## src/rtl/lsu_bus_ctrl.sv

```systemverilog
// Load/store bus controller: one word-aligned valid/ready bus access per
// execute-stage request, with lane steering, load extension and timeout.
module lsu_bus_ctrl #(
  parameter int TIMEOUT_CYCLES = 256
) (
  input  logic        clk,
  input  logic        rst,
  input  logic        in_valid,
  output logic        in_ready,
  input  logic [31:0] addr,
  input  logic [2:0]  is_load,
  input  logic [2:0]  is_store,
  input  logic [31:0] wdata,
  output logic        out_valid,
  output logic [31:0] out_rdata,
  output logic        out_err,
  output logic        mem_req_valid,
  input  logic        mem_req_ready,
  output logic [31:0] mem_req_addr,
  output logic        mem_req_wen,
  output logic [31:0] mem_req_wdata,
  output logic [3:0]  mem_req_wmask,
  input  logic        mem_resp_valid,
  input  logic [31:0] mem_resp_rdata
);

  localparam int CW = (TIMEOUT_CYCLES > 2) ? $clog2(TIMEOUT_CYCLES) : 1;
  localparam logic [CW-1:0] CNT_LAST = CW'(TIMEOUT_CYCLES - 1);

  localparam logic [1:0] S_IDLE = 2'd0;
  localparam logic [1:0] S_REQ  = 2'd1;
  localparam logic [1:0] S_RESP = 2'd2;
  localparam logic [1:0] S_DONE = 2'd3;

  logic [1:0]    state_q, state_d;
  logic [CW-1:0] cnt_q, cnt_d;
  logic [2:0]    ld_q, ld_d;
  logic [1:0]    off_q, off_d;
  logic [31:0]   req_addr_q, req_addr_d;
  logic          req_wen_q, req_wen_d;
  logic [31:0]   req_wdata_q, req_wdata_d;
  logic [3:0]    req_wmask_q, req_wmask_d;
  logic [31:0]   rdata_q, rdata_d;
  logic          err_q, err_d;

  logic        ld_none, st_none;
  logic        ld_ok, st_ok;
  logic        is_half, is_word;
  logic        misal, noop, bad;
  logic [3:0]  st_mask;
  logic [31:0] st_data;
  logic [31:0] lane;
  logic [15:0] half;
  logic [31:0] ld_data;
  logic        tmo;

  assign ld_none = is_load == 3'b111;
  assign st_none = is_store == 3'b111;
  assign ld_ok   = is_load inside {3'b000, 3'b001, 3'b010,
                                   3'b100, 3'b101};
  assign st_ok   = is_store inside {3'b000, 3'b001, 3'b010};

  assign is_half = (ld_none ? 1'b0 : (is_load[1:0] == 2'b01))
                 | (is_store == 3'b001);
  assign is_word = (is_load == 3'b010) | (is_store == 3'b010);
  assign misal   = (is_half & addr[0])
                 | (is_word & (addr[1:0] != 2'b00));

  assign noop = ld_none & st_none;
  assign bad  = (!ld_none & !st_none)
              | (!ld_none & !ld_ok)
              | (!st_none & !st_ok)
              | misal;

  always_comb begin
    st_mask = 4'b0000;
    st_data = 32'h0;
    unique case (1'b1)
      is_store == 3'b000: begin
        st_mask = 4'b0001 << addr[1:0];
        st_data = {4{wdata[7:0]}};
      end
      is_store == 3'b001: begin
        st_mask = addr[1] ? 4'b1100 : 4'b0011;
        st_data = {2{wdata[15:0]}};
      end
      is_store == 3'b010: begin
        st_mask = 4'b1111;
        st_data = wdata;
      end
      default: ;
    endcase
  end

  // Byte lane lands in bits [7:0] after shifting by the latched offset.
  assign lane = mem_resp_rdata >> {off_q, 3'b000};
  assign half = off_q[1] ? mem_resp_rdata[31:16]
                         : mem_resp_rdata[15:0];

  always_comb begin
    ld_data = 32'h0;
    unique case (1'b1)
      ld_q == 3'b000: ld_data = {{24{lane[7]}}, lane[7:0]};
      ld_q == 3'b100: ld_data = {24'h0, lane[7:0]};
      ld_q == 3'b001: ld_data = {{16{half[15]}}, half};
      ld_q == 3'b101: ld_data = {16'h0, half};
      ld_q == 3'b010: ld_data = mem_resp_rdata;
      default: ;
    endcase
  end

  assign tmo = cnt_q == CNT_LAST;

  always_comb begin
    state_d     = state_q;
    cnt_d       = cnt_q;
    ld_d        = ld_q;
    off_d       = off_q;
    req_addr_d  = req_addr_q;
    req_wen_d   = req_wen_q;
    req_wdata_d = req_wdata_q;
    req_wmask_d = req_wmask_q;
    rdata_d     = rdata_q;
    err_d       = err_q;
    unique case (state_q)
      S_IDLE: begin
        if (in_valid) begin
          ld_d  = is_load;
          off_d = addr[1:0];
          if (noop || bad) begin
            state_d = S_DONE;
            err_d   = bad;
            rdata_d = 32'h0;
          end else begin
            state_d     = S_REQ;
            cnt_d       = '0;
            req_addr_d  = {addr[31:2], 2'b00};
            req_wen_d   = !st_none;
            req_wdata_d = st_data;
            req_wmask_d = st_mask;
          end
        end
      end
      S_REQ: begin
        cnt_d = cnt_q + CW'(1);
        if (tmo) begin
          state_d = S_DONE;
          err_d   = 1'b1;
          rdata_d = 32'h0;
        end else if (mem_req_ready) begin
          state_d = S_RESP;
        end
      end
      S_RESP: begin
        cnt_d = cnt_q + CW'(1);
        if (mem_resp_valid) begin
          state_d = S_DONE;
          err_d   = 1'b0;
          rdata_d = ld_data;
        end else if (tmo) begin
          state_d = S_DONE;
          err_d   = 1'b1;
          rdata_d = 32'h0;
        end
      end
      default: state_d = S_IDLE;
    endcase
  end

  always_ff @(posedge clk) begin
    if (!rst) begin
      state_q     <= S_IDLE;
      cnt_q       <= '0;
      ld_q        <= 3'b111;
      off_q       <= 2'b00;
      req_addr_q  <= 32'h0;
      req_wen_q   <= 1'b0;
      req_wdata_q <= 32'h0;
      req_wmask_q <= 4'h0;
      rdata_q     <= 32'h0;
      err_q       <= 1'b0;
    end else begin
      state_q     <= state_d;
      cnt_q       <= cnt_d;
      ld_q        <= ld_d;
      off_q       <= off_d;
      req_addr_q  <= req_addr_d;
      req_wen_q   <= req_wen_d;
      req_wdata_q <= req_wdata_d;
      req_wmask_q <= req_wmask_d;
      rdata_q     <= rdata_d;
      err_q       <= err_d;
    end
  end

  assign in_ready      = state_q == S_IDLE;
  assign out_valid     = state_q == S_DONE;
  assign out_rdata     = rdata_q;
  assign out_err       = err_q;
  assign mem_req_valid = state_q == S_REQ;
  assign mem_req_addr  = req_addr_q;
  assign mem_req_wen   = req_wen_q;
  assign mem_req_wdata = req_wdata_q;
  assign mem_req_wmask = req_wmask_q;

endmodule

```

## config.mk

```make
export PLATFORM = sky130hd
export DESIGN_NAME = lsu_bus_ctrl
export DESIGN_NICKNAME = d
export VERILOG_FILES = /design/src/rtl/lsu_bus_ctrl.sv
export SDC_FILE = /design/constraint.sdc
export NUM_CORES = 1
export LEC_CHECK = 0
export CAP_MARGIN = 5
export CORE_MARGIN = 1.5
export CORE_UTILIZATION = 39
export CTS_BUF_LIST = sky130_fd_sc_hd__clkbuf_4
export DETAILED_ROUTE_END_ITERATION = 6
export DONT_BUFFER_PORTS = 1
export SKIP_LAST_GASP = 1
export SLEW_MARGIN = 5
export SYNTH_ARGS = -nofsm -noshare
export SYNTH_HDL_FRONTEND = slang
export SYNTH_SLANG_ARGS = --single-unit
```

## constraint.sdc

```tcl
create_clock -name clk -period 3.3 [get_ports clk]
set_input_delay 0.66 -clock clk [delete_from_list [all_inputs] [get_ports clk]]
set_output_delay 0.66 -clock clk [all_outputs]
set_load 0.03 [all_outputs]
```

==> summary.md <==
| Metric | Value |
|---|---|
| Outcome | finished, violations left |
| Failing checks | DRC |
| Slew Viols, Final | 0 |
| DR vias/cell | 5.80 |
| Cell Rows | 42 |
| Top-area cell type share of the netlist area | 43.6% |
| Gr ovfl total | 0 |
| Post-layout minimum cycle time | ~2700 ps |
| Seq/Total Area, Yosys | 43.6% |
| Initial Util | around two fifths |
| DRC Markers | 3 |
| Number of filler cells placed in the layout | 1339 |
| Detailed Place HPWL | between 10 and 15 mm |
| Pleak | between 1.5 and 2 nW |
| Synth Area in XOR/XNOR | 0% |
| RSZ-0062 raised after global routing | no |
| Clk sinks | between 100 and 150 |
| Clock slew at reported path FFs | around 100 ps |
| Clock Path Buffers | 2 |
| Ys flop type | dfxtp_1 |
| Top-count cell post-synth | dfxtp_1 |
| Layout cell share with drive strength beyond 1 | 11.9% |
| Clock root buffer | clkbuf_4 |
| Die width | around 120 um |
| TritonCTS clock tree | done |
| Seq. cell area | approximately 2300 um^2 |
| Setup Slack @ Placement | 145 ps |
| Final Hold Viols | 0 |
| Post-synth EDFFs | 0 |
| Routed len/inst | 19.1 um |
| First-pass GRT wire length | around 23 mm |
| Clk_lat worst skew | between 500 and 600 ps |
| Setup violations, final | 0 |
| DRT antenna net count | 0 |
| CP Capture Type | register |
| Post-CTS Hold Buffers | 0 |
| Critical path required time | ~3700 ps |
| H-tree depth reported by CTS | 4 |
| Post-Synth Simple-Gate Area | a little under a fifth |
| Die area | 14200 um^2 |
| Count of cell types in the netlist | between 50 and 60 |
| Most area-consuming cells after synthesis | dfxtp_1, nand2_1, a21boi_0, o2bb2ai_1, o221a_2 |
| IO Count | about 210 |
| Number of buffers added on ports | 0 |
| Largest family of logic cells by synthesized area | compound AO/OA/AOI/OAI gates |
| Pwr Density | roughly 570 nW/um^2 |
| Peak VDD IR | around 0.27 mV |
| Die H | ~120 um |
| Yosys reg bits | ~120 |
| Initial antenna violation count | 1 |
| Drt pass-1 iters | 7 |
| 1st-iter DRT viols | about 320 |
| Final worst slack | approximately 640 ps |
| Synth Area in Adders | 1.19% |
| Worst hold path class | in2reg |
| TNS Setup | 0 ps |
| Top cells by count, synth | dfxtp_1, nand2_1, a21boi_0 |
| Worst Clk Skew | roughly 17 ps |
| Worst endpoint data arrival time | just over 3000 ps |
| Pin count of the biggest net entering global routing | 88 |
| Vias in the first global route | approximately 4400 |
| Worst slew pin tran | 1110 ps |
| Area grow syn2layout | 5.90% |
| Post-CTS sizing | 0 |
| Area of the core | approximately 13000 um^2 |
| WL final | around 15 mm |
| Max Cap Violations | 0 |
| Dominant cell type by area after synthesis | dfxtp_1 |
| Worst setup SP type | input port |
| Synthesized instance count | around 600 |
| Mux cell area share after synthesis | about 4.1% |
| GR Util All Layers | 20.2% |
| Fin nets | ~690 |
| TritonCTS buffer count | 17 |
| RePlAce Congestion | ~0.84 |
| Cell Area, Synth | about 5300 um^2 |
| Ys async rst share | 0% |
| Post-CTS setup buffer count | 0 |
| Crit Path Max Fanout | 32 |
| Vias | between 4000 and 5000 |
| Achievable frequency | about 380 MHz |
| Max_slew headroom | approximately 26% |
| Fin crit share | about four fifths |
| Synth warnings | 0 |
| Critical Setup Path Class | in2reg |
| Syn_area_per_cell | slightly below 9 um^2 |
| Multi-input gate area | between 2000 and 3000 um^2 |
| Compound-Gate Fraction of Synth Area | 28.1% |
-- per-stage QoR --
stage / instances / power, mW / utilization (%) / instance area (um^2) / hold slack [ps]
global placement: 732 / 2.33 / 40.5 / 5370 / 487
CTS: 764 / 3.20 / 42.2 / 5580 / 175
finish: 766 / 3.17 / 42.2 / 5590 / 238
detailed placement: 732 / 2.35 / 40.5 / 5370 / 500
floorplan: 596 / 2.20 / - / 5280 / 457
global route: 766 / 3.36 / 42.2 / 5590 / 172
-- cells by family (layout without fill, tap and decap cells) --
kind of cell | Yosys count | in the layout
multiplexers | 19 | 19
adder cells (fa/ha/maj) | 5 | 5
buffers and inverters | 58 | 50
other | 1 | 4
flip-flops | 115 | 115
AO/OA/AOI/OAI | 196 | 196
AND/OR/NAND/NOR | 201 | 201
-- power breakdown --
group	internal (mW)	switching, mW	total (mW)
Clock	0.308	0.535	0.843
Combinational	0.259	0.477	0.736
Sequential	1.45	0.143	1.59
-- state kept, by name (all words and copies together) (netlist names) --
| name | cells |
|---|---|
| cnt_q | 8 |
| ld_q | 3 |
| mem_req_addr | 30 |
| mem_req_wdata | 32 |
| mem_req_wen | 1 |
| mem_req_wmask | 4 |
| off_q | 2 |
| out_err | 1 |
| out_rdata | 32 |
| state_q | 2 |
-- layout by cell type, fill, tap and decap left out, types with 2 or more instances in the layout --
master and instances:
o211ai_1 2, o221a_2 16, and2_1 18, a221oi_1 9, nand2b_1 3, ha_1 5, nand4_1 3, mux2_2 9
clkinv_2 5, a21oi_1 35, a211oi_1 2, o2bb2ai_1 32, diode_2 2, a21boi_0 40, nand2_1 99, a21boi_1 18
nor4_1 4, inv_1 9, nor2b_1 16, or3_1 9, o21ai_1 2, clkbuf_4 20, o211a_1 2, mux2i_1 9
nand3_1 23, dfxtp_1 115, or2_2 2, nor3_1 4, nor3b_1 3, nor2_1 11, o21ai_0 16, a222oi_1 7
buf_4 9, clkinvlp_4 3, clkinv_1 3, o21a_1 5, conb_1 2
-- worst paths after layout --
check        depth (start not counted)             to  slack [ps]         from
max                                  6  out_rdata[18]         640  is_store[0]
min                                  1        ld_q[1]         240          rst
max reg2reg                          7  out_rdata[18]         660   state_q[0]
min reg2reg                          2       off_q[0]         500     off_q[0]
-- per-layer routing --
| metal | GRT usage, % | share of wire (%) |
|---|---|---|
| met5 | 0 | 0 |
| met4 | 7.07 | 1.8 |
| met3 | 9.48 | 10 |
| met2 | 33.0 | 47 |
| met1 | 23.2 | 41 |
-- worst max-delay path, cell delays in order --
cell	delay [ps]
nor3b_2	660
o22a_1	280
a211o_1	230
nor3_1	100
or3_1	810
o2bb2ai_1	330
-- cell type report --
class                   count  area share (%)
well taps                 176            3.94
inverters                   9           0.604
repair buffers              9            1.21
flip-flops and latches    115            41.2
clock inverters            12            1.21
multi-input cells         423            49.1
clock buffers              20            2.69
diodes                      2          0.0895
No activity file was read; power rests on OpenSTA's default activity.
